<file path="src/rtl/i2s_uart_uplink.sv">
// I2S-slave capture -> 8-bit unsigned mono byte FIFO -> 8N1 UART transmitter.
// All I2S pins are asynchronous and double-flopped onto clk.
// Optional build macro: I2S_UPLINK_STEREO_MIX_EN (mix left+right instead of left only).
module i2s_uart_uplink #(
  parameter int unsigned CLKS_PER_BIT = 234,
  parameter int unsigned SAMPLE_BITS  = 16,
  parameter int unsigned FIFO_DEPTH   = 16
) (
  input  logic                          clk,
  input  logic                          rst,
  input  logic                          capture_en,
  input  logic                          i2s_bck,
  input  logic                          i2s_ws,
  input  logic                          i2s_data,
  output logic                          uart_tx,
  output logic                          sample_strobe,
  output logic                          overflow,
  output logic [$clog2(FIFO_DEPTH):0]   fifo_level
);

  localparam int unsigned AW   = $clog2(FIFO_DEPTH);
  localparam int unsigned LW   = AW + 1;
  localparam int unsigned CW   = $clog2(SAMPLE_BITS + 1);
  localparam int unsigned CNTW = $clog2(CLKS_PER_BIT);

  typedef enum logic [1:0] {StIdle, StStart, StData, StStop} tx_state_e;

  logic [1:0]             bck_sync_q, bck_sync_d;
  logic [1:0]             ws_sync_q, ws_sync_d;
  logic [1:0]             data_sync_q, data_sync_d;
  logic                   bck_prev_q, bck_prev_d;
  logic                   ws_last_q, ws_last_d;
  logic [CW-1:0]          bit_cnt_q, bit_cnt_d;
  logic [SAMPLE_BITS-1:0] shl_q, shl_d;
`ifdef I2S_UPLINK_STEREO_MIX_EN
  logic [SAMPLE_BITS-1:0] shr_q, shr_d;
  logic                   left_ok_q, left_ok_d;
  logic [SAMPLE_BITS:0]   mix_sum;
`endif
  logic [AW-1:0]          wr_ptr_q, wr_ptr_d, rd_ptr_q, rd_ptr_d;
  logic [LW-1:0]          level_q, level_d;
  logic                   strobe_q, strobe_d;
  logic                   overflow_q, overflow_d;
  logic [7:0]             mem [FIFO_DEPTH];

  logic                   bck_rise, ws_edge, word_full;
  logic                   push_req, push_ok, pop, fifo_full, fifo_empty;
  logic [7:0]             push_byte;

  tx_state_e              tx_state_q;
  logic                   tx_q;
  logic [CNTW-1:0]        clk_cnt_q;
  logic [2:0]             bit_idx_q;
  logic [7:0]             tx_shift_q;

  assign bck_rise   = bck_sync_q[1] & ~bck_prev_q;
  assign ws_edge    = bck_rise && (ws_sync_q[1] != ws_last_q);
  assign word_full  = (bit_cnt_q == CW'(SAMPLE_BITS));
  assign fifo_full  = (level_q == LW'(FIFO_DEPTH));
  assign fifo_empty = (level_q == '0);
  assign pop        = (tx_state_q == StIdle) && !fifo_empty;

  // Synchronizers and word framing: shift MSB-first until the slot is full.
  always_comb begin
    bck_sync_d  = {bck_sync_q[0], i2s_bck};
    ws_sync_d   = {ws_sync_q[0], i2s_ws};
    data_sync_d = {data_sync_q[0], i2s_data};
    bck_prev_d  = bck_sync_q[1];
    bit_cnt_d   = bit_cnt_q;
    ws_last_d   = ws_last_q;
    shl_d       = shl_q;
`ifdef I2S_UPLINK_STEREO_MIX_EN
    shr_d       = shr_q;
    left_ok_d   = left_ok_q;
`endif
    if (bck_rise) begin
      if (ws_edge) begin
        // The bit on a boundary rise is the previous slot's tail; drop it.
        bit_cnt_d = '0;
        ws_last_d = ws_sync_q[1];
`ifdef I2S_UPLINK_STEREO_MIX_EN
        left_ok_d = !ws_last_q && word_full;
`endif
      end else if (!word_full) begin
        bit_cnt_d = bit_cnt_q + CW'(1);
        if (!ws_last_q) shl_d = {shl_q[SAMPLE_BITS-2:0], data_sync_q[1]};
`ifdef I2S_UPLINK_STEREO_MIX_EN
        else            shr_d = {shr_q[SAMPLE_BITS-2:0], data_sync_q[1]};
`endif
      end
    end
  end

  // Byte formation: signed PCM top byte flipped to offset-binary.
  always_comb begin
`ifdef I2S_UPLINK_STEREO_MIX_EN
    mix_sum   = {shl_q[SAMPLE_BITS-1], shl_q} + {shr_q[SAMPLE_BITS-1], shr_q};
    // Top 8 bits of (sum >>> 1) are sum[SAMPLE_BITS -: 8].
    push_byte = 8'(mix_sum >> (SAMPLE_BITS - 7)) ^ 8'h80;
    push_req  = ws_edge && ws_last_q && word_full && left_ok_q;
`else
    push_byte = shl_q[SAMPLE_BITS-1 -: 8] ^ 8'h80;
    push_req  = ws_edge && !ws_last_q && word_full;
`endif
  end

  // FIFO bookkeeping: a pop frees room for a same-cycle push even when full.
  always_comb begin
    push_ok    = push_req && capture_en && (!fifo_full || pop);
    overflow_d = overflow_q | (push_req && capture_en && fifo_full && !pop);
    strobe_d   = push_ok;
    wr_ptr_d   = push_ok ? wr_ptr_q + AW'(1) : wr_ptr_q;
    rd_ptr_d   = pop ? rd_ptr_q + AW'(1) : rd_ptr_q;
    level_d    = level_q;
    case ({push_ok, pop})
      2'b10:   level_d = level_q + LW'(1);
      2'b01:   level_d = level_q - LW'(1);
      default: level_d = level_q;
    endcase
  end

  // Capture and FIFO state registers.
  always_ff @(posedge clk) begin
    if (rst) begin
      bck_sync_q  <= '0;
      ws_sync_q   <= '0;
      data_sync_q <= '0;
      bck_prev_q  <= 1'b0;
      ws_last_q   <= 1'b0;
      bit_cnt_q   <= '0;
      shl_q       <= '0;
`ifdef I2S_UPLINK_STEREO_MIX_EN
      shr_q       <= '0;
      left_ok_q   <= 1'b0;
`endif
      wr_ptr_q    <= '0;
      rd_ptr_q    <= '0;
      level_q     <= '0;
      strobe_q    <= 1'b0;
      overflow_q  <= 1'b0;
    end else begin
      bck_sync_q  <= bck_sync_d;
      ws_sync_q   <= ws_sync_d;
      data_sync_q <= data_sync_d;
      bck_prev_q  <= bck_prev_d;
      ws_last_q   <= ws_last_d;
      bit_cnt_q   <= bit_cnt_d;
      shl_q       <= shl_d;
`ifdef I2S_UPLINK_STEREO_MIX_EN
      shr_q       <= shr_d;
      left_ok_q   <= left_ok_d;
`endif
      wr_ptr_q    <= wr_ptr_d;
      rd_ptr_q    <= rd_ptr_d;
      level_q     <= level_d;
      strobe_q    <= strobe_d;
      overflow_q  <= overflow_d;
    end
  end

  // FIFO storage; contents need no reset since the pointers define validity.
  always_ff @(posedge clk) begin
    if (push_ok) mem[wr_ptr_q] <= push_byte;
  end

  // UART 8N1 transmitter with registered line output.
  always_ff @(posedge clk) begin
    if (rst) begin
      tx_state_q <= StIdle;
      tx_q       <= 1'b1;
      clk_cnt_q  <= '0;
      bit_idx_q  <= '0;
      tx_shift_q <= '0;
    end else begin
      unique case (tx_state_q)
        StIdle: begin
          tx_q      <= 1'b1;
          clk_cnt_q <= '0;
          if (pop) begin
            tx_shift_q <= mem[rd_ptr_q];
            tx_q       <= 1'b0;
            tx_state_q <= StStart;
          end
        end
        StStart: begin
          if (clk_cnt_q == CNTW'(CLKS_PER_BIT - 1)) begin
            clk_cnt_q  <= '0;
            bit_idx_q  <= '0;
            tx_q       <= tx_shift_q[0];
            tx_state_q <= StData;
          end else begin
            clk_cnt_q <= clk_cnt_q + CNTW'(1);
          end
        end
        StData: begin
          if (clk_cnt_q == CNTW'(CLKS_PER_BIT - 1)) begin
            clk_cnt_q <= '0;
            if (bit_idx_q == 3'd7) begin
              tx_q       <= 1'b1;
              tx_state_q <= StStop;
            end else begin
              bit_idx_q  <= bit_idx_q + 3'd1;
              tx_shift_q <= tx_shift_q >> 1;
              tx_q       <= tx_shift_q[1];
            end
          end else begin
            clk_cnt_q <= clk_cnt_q + CNTW'(1);
          end
        end
        StStop: begin
          if (clk_cnt_q == CNTW'(CLKS_PER_BIT - 1)) begin
            clk_cnt_q  <= '0;
            tx_state_q <= StIdle;
          end else begin
            clk_cnt_q <= clk_cnt_q + CNTW'(1);
          end
        end
        default: tx_state_q <= StIdle;
      endcase
    end
  end

  assign uart_tx       = tx_q;
  assign sample_strobe = strobe_q;
  assign overflow      = overflow_q;
  assign fifo_level    = level_q;

endmodule

</file>
<file path="config.mk">
export PLATFORM = sky130hd
export DESIGN_NAME = i2s_uart_uplink
export DESIGN_NICKNAME = d
export VERILOG_FILES = /design/src/rtl/i2s_uart_uplink.sv
export SDC_FILE = /design/constraint.sdc
export NUM_CORES = 1
export LEC_CHECK = 0
export ABC_AREA = 1
export BUFFER_PORTS_ARGS = -buffer_cell sky130_fd_sc_hd__clkbuf_2
export CAP_MARGIN = 40
export CORE_MARGIN = 2
export CORE_UTILIZATION = 56
export CTS_CLUSTER_DIAMETER = 30
export DETAILED_ROUTE_END_ITERATION = 16
export GPL_TIMING_DRIVEN = 0
export PLACE_DENSITY = 0.8
export SLEW_MARGIN = 40
export SYNTH_ARGS = -nofsm -noshare
export SYNTH_HDL_FRONTEND = slang
export SYNTH_SLANG_ARGS = --single-unit
export TNS_END_PERCENT = 50
</file>
<file path="constraint.sdc">
create_clock -name clk -period 4.53 [get_ports clk]
set_input_delay 0.2265 -clock clk [delete_from_list [all_inputs] [get_ports clk]]
set_output_delay 0.2265 -clock clk [all_outputs]
set_load 0.005 [all_outputs]
</file>
==> impl_metrics.prom, run 1 <==
# TYPE chip_impl_metric gauge
chip_impl_metric{name="power-per-cell-area",unit="nW/um2"} 531
chip_impl_metric{name="p_comb_share",unit="%"} 29.4
chip_impl_info{name="rr_startpoint",value="tx_state_q[1]"} 1
chip_impl_metric{name="num_rows",unit=""} 45
chip_impl_metric{name="clk_pin_slew",unit="ns"} 0.07
chip_impl_metric{name="start_util",unit="%"} 56.8
chip_impl_metric{name="wire_length_of_the_first_global_routing_pass",unit="um"} 29700
chip_impl_metric{name="setup_violations",unit=""} 0
chip_impl_metric{name="1st_iter_drt_viols",unit=""} 596
chip_impl_metric{name="finalHoldWorstSlack",unit="ns"} 0.0939
chip_impl_info{name="worst_path_dominant_cell_family",value="simple AND/OR/NAND/NOR gates"} 1
chip_impl_info{name="startpoint",value="tx_state_q[1]"} 1
chip_impl_metric{name="p_int",unit="mW"} 3.33
chip_impl_metric{name="post_synth_inst_count",unit=""} 901
chip_impl_info{name="highest_delay_cell_along_the_critical_path",value="nor2_1"} 1
chip_impl_info{name="netlist_top_cells_area",value="edfxtp_1, dfxtp_1, nand2_1, nand3_1, inv_1"} 1
chip_impl_info{name="synth_top_cell_by_area",value="edfxtp_1"} 1
chip_impl_metric{name="nets",unit=""} 961
chip_impl_metric{name="synth.lib_cells_used.distinct",unit=""} 38
chip_impl_metric{name="synth_edf_count",unit=""} 128
chip_impl_metric{name="power.share.clock",unit="%"} 29.6
chip_impl_metric{name="grt_antenna_before_repair",unit=""} 0
chip_impl_info{name="mostFrequentLayoutCells",value="nand2_1, edfxtp_1, nand3_1, inv_1, nor2_1"} 1
chip_impl_metric{name="fmax",unit="GHz"} 0.394
chip_impl_metric{name="hold_viol_final",unit=""} 0
chip_impl_metric{name="syn_nets",unit=""} 926
chip_impl_info{name="cts_root_buf",value="clkbuf_16"} 1
chip_impl_info{name="tritoncts_clock_tree",value="built"} 1
chip_impl_metric{name="dieArea",unit="um2"} 16200
chip_impl_metric{name="die_ht",unit="um"} 127
chip_impl_metric{name="critical_path_arrival",unit="ns"} 2.60
chip_impl_metric{name="total_switching_power",unit="mW"} 1.69
chip_impl_metric{name="route.detailed.drc",unit=""} 0
chip_impl_metric{name="first_pass_iters",unit=""} 5
chip_impl_metric{name="static_leakage",unit="nW"} 3.84
chip_impl_metric{name="synth-async-reset-ratio",unit="%"} 0
chip_impl_metric{name="die_width",unit="um"} 127
chip_impl_metric{name="summed_negative_setup_slack_over_all_endpoints",unit="ns"} 0
chip_impl_metric{name="vias",unit=""} 6267
chip_impl_metric{name="cts_buffers",unit=""} 17
chip_impl_metric{name="global_route.usage.total",unit="%"} 24.3
chip_impl_metric{name="power.share.switching",unit="%"} 33.7
chip_impl_metric{name="drt.antenna.violating_nets",unit=""} 0
chip_impl_info{name="worstHoldStart",value="capture_en"} 1
chip_impl_metric{name="cts_buffer_depth",unit=""} 2
chip_impl_info{name="hold_path_class",value="input port to register"} 1
chip_impl_metric{name="place.port_buffers",unit=""} 13
chip_impl_metric{name="syn_to_final_growth",unit="%"} 10.7
chip_impl_metric{name="number_of_synthesized_register_bits",unit=""} 198
chip_impl_metric{name="layout-drive-gt1-share",unit="%"} 9.49
chip_impl_metric{name="syn_area",unit="um2"} 8540
chip_impl_metric{name="power.sequential.fraction",unit="%"} 41.0
chip_impl_metric{name="worst-path-max-fanout",unit=""} 8
chip_impl_metric{name="timing.final.crit_period",unit="ns"} 2.54
chip_impl_info{name="start_kind",value="register"} 1
chip_impl_metric{name="core-area",unit="um2"} 15000
chip_impl_metric{name="placed_cell_area",unit="um2"} 8840
chip_impl_metric{name="final_cell_area",unit="um2"} 9450
chip_impl_metric{name="grt_start_max_net_pins",unit=""} 19
chip_impl_metric{name="cap_viol_max_count",unit=""} 0
chip_impl_metric{name="rd_place_congestion",unit=""} 0.873
chip_impl_info{name="outcome",value="finished, final reports clean"} 1
chip_impl_metric{name="crit_path_max_incr_delay",unit="ns"} 0.69
chip_impl_metric{name="avgRoutedWirePerCell",unit="um"} 16.9
chip_impl_metric{name="worst-path-buf-inv",unit=""} 3
chip_impl_metric{name="cts_resized",unit=""} 0
chip_impl_metric{name="final.period_utilization",unit="%"} 56.0
chip_impl_metric{name="grt_pass1_vias",unit=""} 5824
chip_impl_metric{name="io_pins",unit=""} 14
chip_impl_metric{name="global_route.overflow_total",unit=""} 0
chip_impl_info{name="timing.critical_path.mode_cell",value="inv_1"} 1
chip_impl_info{name="worstPathCellList",value="inv_1 > ha_1 > inv_1 > nand4_1 > inv_1 > nor2_8 > nand2_1 > nor2_1"} 1
chip_impl_metric{name="synth_warnings",unit=""} 0
chip_impl_metric{name="timing.critical_path.required",unit="ns"} 4.59
chip_impl_metric{name="synth_area_per_cell",unit="um2"} 9.48
chip_impl_metric{name="post_drt_via_cell_ratio",unit=""} 5.52
chip_impl_info{name="timing.critical_path.to_type",value="register"} 1
chip_impl_info{name="worst-setup-path-type",value="register to register"} 1
chip_impl_metric{name="clkLatencyLatePin",unit="ns"} 0.44
chip_impl_metric{name="route.final.wire_length",unit="um"} 19200
chip_impl_metric{name="antennaDiodeCount",unit=""} 0
chip_impl_info{name="rsz0062_at_grt",value="no"} 1
chip_impl_metric{name="irDropWorstVdd",unit="mV"} 0.295
chip_impl_metric{name="yosysTopAreaCellShare",unit="%"} 45.0
chip_impl_metric{name="cts.htree.levels",unit=""} 4
chip_impl_info{name="most_common_library_cell_in_the_layout_ignoring_fill_and_taps",value="nand2_1"} 1
chip_impl_metric{name="fin_worst_skew",unit="ns"} 0.00896
chip_impl_metric{name="finalMaxSlewViolations",unit=""} 0
chip_impl_metric{name="timing.slew.headroom",unit="%"} 42.8
chip_impl_metric{name="place.detailed.hpwl",unit="um"} 12600
chip_impl_metric{name="cts.sinks",unit=""} 198
chip_impl_metric{name="worstMarginPinSlew",unit="ns"} 0.854
chip_impl_info{name="yosys_most_used_dff",value="edfxtp_1"} 1
chip_impl_metric{name="yosysSeqAreaShare",unit="%"} 61.4
stage by stage:
stage	util [%]	std cells	setup slack, ns	power, mW
floorplan	-	901	2.40	3.13
global placement	58.8	1102	2.12	3.48
detailed placement	58.8	1102	2.06	3.52
CTS	62.8	1136	2.02	5.00
global route	62.9	1136	1.75	5.26
finish	62.9	1136	1.99	5.02
cell families after synthesis:
group                    share of synthesized area (%)
AO/OA/AOI/OAI                                     4.73
XOR/XNOR                                         0.718
adder cells (fa/ha/maj)                           2.87
buffers and inverters                             6.61
flip-flops                                        61.4
AND/OR/NAND/NOR                                   23.6
synthesized netlist by cell type (3+ instances only):
cell / n
o21ai_1: 3
buf_6: 3
edfxtp_1: 128
nand2_2: 4
o211ai_1: 5
ha_1: 18
o21ai_0: 21
a21oi_1: 41
nor3_1: 8
buf_2: 16
inv_2: 5
dfxtp_1: 70
clkbuf_1: 14
nand3_1: 108
nor2_1: 88
inv_1: 95
nand2_1: 234
xor2_1: 7
nand3_2: 3
nand4_1: 8
sequential cells by signal, indices dropped and copies added (netlist names), named ones only:
name / cells
wr_ptr_q: 4
bit_cnt_q: 5
tx_shift_q: 8
bck_prev_q: 1
bit_idx_q: 3
rd_ptr_q: 4
fifo_level: 5
tx_state_q: 2
data_sync_q: 2
ws_sync_q: 2
uart_tx: 1
bck_sync_q: 2
mem: 128
shl_q: 16
ws_last_q: 1
sample_strobe: 1
clk_cnt_q: 8
overflow: 1
power by group through the flow:
stage | clock, mW | sequential, mW | combinational, mW
4_1_cts | 1.49 | 2.06 | 1.45
2_1_floorplan | 0 | 2.08 | 1.04
3_3_place_gp | 0 | 2.09 | 1.39
6_report | 1.49 | 2.06 | 1.48
5_1_grt | 1.56 | 2.07 | 1.64
3_5_place_dp | 0 | 2.09 | 1.43
tightest hold or removal path, cell delays in order:
cell	delay, ns
clkbuf_2	0.11
nand4_1	0.09
a21oi_1	0.06
per-layer routing:
layer  vias up  part of all wire (%)  track usage [%]
met5         -                     0                0
met1      2882                    41             32.3
met4         0                   3.5             11.2
met2       307                    47             38.9
met3        53                   8.2             4.52
li1       3025                     -                -
final timing paths:
kind	to	slack, ns	cells after the start
worst max-delay path	mem[1][5]	1.99	8
worst min-delay path	wr_ptr_q[3]	0.09	3
worst max register to register	mem[1][5]	1.99	8
worst min register to register	bck_sync_q[1]	0.41	2
area by class of cell:
type	count	area (um2)
clock inverter	12	135
buffer	35	178
inverter	102	387
timing repair buffer	16	95.1
multi-input combinational	566	2740
fill	1143	5580
tap	188	235
sequential	198	5250
clock buffer	19	433
repair_timing:
action,CTS,global route
buffers inserted,0,0
hold buffers,3,0
hold endpoints to repair,3,0
(Power assumes the default switching activity.)
==> run 2, diff against run 1 <==
PLACE_DENSITY = 0.83   (was 0.8)
clock period = 2.2 ns   (was 4.53 ns; I/O delays follow)
==> run 2 against run 1 <==
  * The flow now finishes with violations (setup timing)
  * Final cell count up 1.8%
  * Non-clock buffer count up 19
  * Clock power is 110% higher
  * Sequential share of layout area fell by 2.4 points
  * Total power increased by 110%
  * Combinational power is 120% higher
  * Register-to-register slack got worse by 2.2 ns
  * Sequential cell count unchanged
  * Hold slack gained 0.054 ns
==> impl_metrics.prom, run 2 (synthesis gave the netlist of run 1 again) <==
# TYPE chip_impl_metric gauge
chip_impl_metric{name="start_util",unit="%"} 56.8
chip_impl_metric{name="total_switching_power",unit="mW"} 3.64
chip_impl_metric{name="cts_buffer_depth",unit=""} 2
chip_impl_metric{name="wire_length_of_the_first_global_routing_pass",unit="um"} 30700
chip_impl_metric{name="cap_viol_max_count",unit=""} 0
chip_impl_metric{name="power.sequential.fraction",unit="%"} 40.0
chip_impl_metric{name="io_pins",unit=""} 14
chip_impl_metric{name="power.share.clock",unit="%"} 29.1
chip_impl_metric{name="finalMaxSlewViolations",unit=""} 0
chip_impl_metric{name="cts_buffers",unit=""} 17
chip_impl_metric{name="syn_to_final_growth",unit="%"} 15.8
chip_impl_info{name="timing.critical_path.to_type",value="register"} 1
chip_impl_metric{name="numPlacedInstances",unit=""} 1102
chip_impl_metric{name="global_route.overflow_total",unit=""} 0
chip_impl_metric{name="setup_violations",unit=""} 3
chip_impl_info{name="start_kind",value="register"} 1
chip_impl_metric{name="route.detailed.drc",unit=""} 0
chip_impl_info{name="highest_delay_cell_along_the_critical_path",value="dfxtp_1"} 1
chip_impl_metric{name="layout-drive-gt1-share",unit="%"} 14.5
chip_impl_metric{name="post_layout_nonfiller_instances",unit=""} 1156
chip_impl_metric{name="static_leakage",unit="nW"} 3.99
chip_impl_metric{name="place.port_buffers",unit=""} 13
chip_impl_metric{name="1st_iter_drt_viols",unit=""} 752
chip_impl_metric{name="crit_path_max_incr_delay",unit="ns"} 0.47
chip_impl_info{name="most_common_library_cell_in_the_layout_ignoring_fill_and_taps",value="nand2_1"} 1
chip_impl_metric{name="timing.slew.headroom",unit="%"} 42.9
chip_impl_metric{name="post_drt_via_cell_ratio",unit=""} 5.73
chip_impl_metric{name="final_critical_path_setup_slack",unit="ns"} -0.255
chip_impl_metric{name="worst-path-max-fanout",unit=""} 8
chip_impl_metric{name="grt_antenna_before_repair",unit=""} 0
chip_impl_metric{name="hold_viol_final",unit=""} 0
chip_impl_metric{name="power-per-cell-area",unit="nW/um2"} 1080
chip_impl_metric{name="dieArea",unit="um2"} 16200
chip_impl_info{name="worstPathCellList",value="nor2_4 > nor2_2 > nand2_2 > nor2_4 > inv_4 > nand2_4 > clkinvlp_4 > fa_2 > nand2_1 > nand2_1 > a21oi_2 > nand2_1 > nand2_1 > nand3_1 > nand2_1 > nor2_1"} 1
chip_impl_metric{name="final.period_utilization",unit="%"} 112
chip_impl_metric{name="timing.critical_path.required",unit="ns"} 2.53
chip_impl_info{name="hold_path_class",value="input port to register"} 1
chip_impl_metric{name="core-area",unit="um2"} 15000
chip_impl_metric{name="drt.antenna.violating_nets",unit=""} 0
chip_impl_metric{name="vias",unit=""} 6625
chip_impl_metric{name="p_comb_share",unit="%"} 30.9
chip_impl_metric{name="finalCoreUtilization",unit="%"} 65.8
chip_impl_metric{name="die_width",unit="um"} 127
chip_impl_metric{name="first_pass_iters",unit=""} 6
chip_impl_metric{name="cts.htree.levels",unit=""} 4
chip_impl_metric{name="antennaDiodeCount",unit=""} 0
chip_impl_info{name="outcome",value="finished, violations left"} 1
chip_impl_metric{name="placed_cell_area",unit="um2"} 8840
chip_impl_metric{name="grt_pass1_vias",unit=""} 5991
chip_impl_info{name="worst-setup-path-type",value="register to register"} 1
chip_impl_metric{name="summed_negative_setup_slack_over_all_endpoints",unit="ns"} -0.371
chip_impl_metric{name="nets",unit=""} 980
chip_impl_info{name="top_register",value="mem"} 1
chip_impl_metric{name="worstMarginPinSlew",unit="ns"} 0.855
chip_impl_info{name="tritoncts_clock_tree",value="built"} 1
chip_impl_info{name="mostFrequentLayoutCells",value="nand2_1, edfxtp_1, nand3_1, inv_1, nor2_1"} 1
chip_impl_metric{name="avgRoutedWirePerCell",unit="um"} 17.8
chip_impl_metric{name="power.share.switching",unit="%"} 34.3
chip_impl_metric{name="p_int",unit="mW"} 6.99
chip_impl_metric{name="clk_pin_slew",unit="ns"} 0.07
chip_impl_metric{name="cts.sinks",unit=""} 198
chip_impl_metric{name="timing.final.crit_period",unit="ns"} 2.46
chip_impl_info{name="violations",value="setup timing"} 1
chip_impl_metric{name="dpl_worst_slack",unit="ns"} -0.331
chip_impl_metric{name="fmax",unit="GHz"} 0.407
chip_impl_metric{name="num_rows",unit=""} 45
chip_impl_info{name="largestRegisters",value="mem: 128 flops, shl_q: 16 flops"} 1
chip_impl_metric{name="place.detailed.hpwl",unit="um"} 12300
chip_impl_metric{name="largest_register_ffs",unit=""} 128
chip_impl_metric{name="irDropWorstVdd",unit="mV"} 0.636
chip_impl_metric{name="rd_place_congestion",unit=""} 0.883
chip_impl_info{name="timing.critical_path.mode_cell",value="nand2_1"} 1
chip_impl_metric{name="clkLatencyLatePin",unit="ns"} 0.44
chip_impl_metric{name="grt_start_max_net_pins",unit=""} 19
chip_impl_info{name="cts_root_buf",value="clkbuf_16"} 1
chip_impl_metric{name="fin_worst_skew",unit="ns"} 0.00945
chip_impl_metric{name="die_ht",unit="um"} 127
chip_impl_metric{name="route.final.wire_length",unit="um"} 20600
chip_impl_info{name="rsz0062_at_grt",value="yes"} 1
chip_impl_metric{name="final_cell_area",unit="um2"} 9890
chip_impl_metric{name="critical_path_arrival",unit="ns"} 2.79
chip_impl_metric{name="global_route.usage.total",unit="%"} 24.9
## run 2: worst paths after layout
| kind | start | to | slack (ns) | cells past startpoint |
|---|---|---|---|---|
| worst min-delay path | rst | tx_state_q[1] | 0.15 | 4 |
| worst max register to register | ws_last_q | fifo_level[4] | -0.26 | 16 |
| worst max-delay path | ws_last_q | fifo_level[4] | -0.26 | 16 |
| worst min register to register | ws_sync_q[0] | ws_sync_q[1] | 0.41 | 2 |
## run 2: power groups by stage
stage | clock network [mW] | registers [mW] | logic (mW)
final | 3.10 | 4.25 | 3.28
after global routing | 3.26 | 4.28 | 3.63
after CTS | 3.09 | 4.24 | 3.01
after detailed placement | 0 | 4.31 | 2.95
after global placement | 0 | 4.30 | 2.87
after floorplan | 0 | 4.29 | 2.15
## run 2: critical path, delay by kind of cell (launching register included)
family / cells / cell delay (ns)
adders and majority gates: 1 / 0.38
AOI/OAI and AO/OA: 1 / 0.16
and+or+nand+nor: 12 / 1.10
DFF: 1 / 0.47
buffers and inverters: 2 / 0.23
## run 2: final cells by class
cell class,instances,area (um2)
flip-flops and latches,198,5250
fillers,1041,5140
multi-input cells,566,2930
clock buffers,26,532
inverters,102,390
repair buffers,35,315
well taps,188,235
plain buffers,35,178
clock inverters,6,61.3
## run 2: stage by stage
| step | total power, mW | hold WS (ns) |
|---|---|---|
| global placement | 7.17 | 0.306 |
| floorplan | 6.44 | 0.217 |
| global route | 11.2 | 0.151 |
| finish | 10.6 | 0.148 |
| CTS | 10.3 | 0.126 |
| detailed placement | 7.26 | 0.309 |
## run 2: what timing repair did
action | in CTS | in global routing
hold buffers | 4 | 0
pin swaps | 2 | 18
buffers inserted | 4 | 14
setup endpoints to repair | 130 | 131
endpoints found under the hold margin | 4 | 0
gates resized for setup | 26 | 33
## run 2: layer usage
| metal | global-route usage (%) | vias up | share of wire (%) |
|---|---|---|---|
| li1 | - | 3071 | - |
| met5 | 0 | - | 0 |
| met2 | 40.5 | 346 | 49 |
| met4 | 9.24 | 0 | 2.6 |
| met1 | 32.6 | 3159 | 40 |
| met3 | 6.32 | 49 | 8.7 |
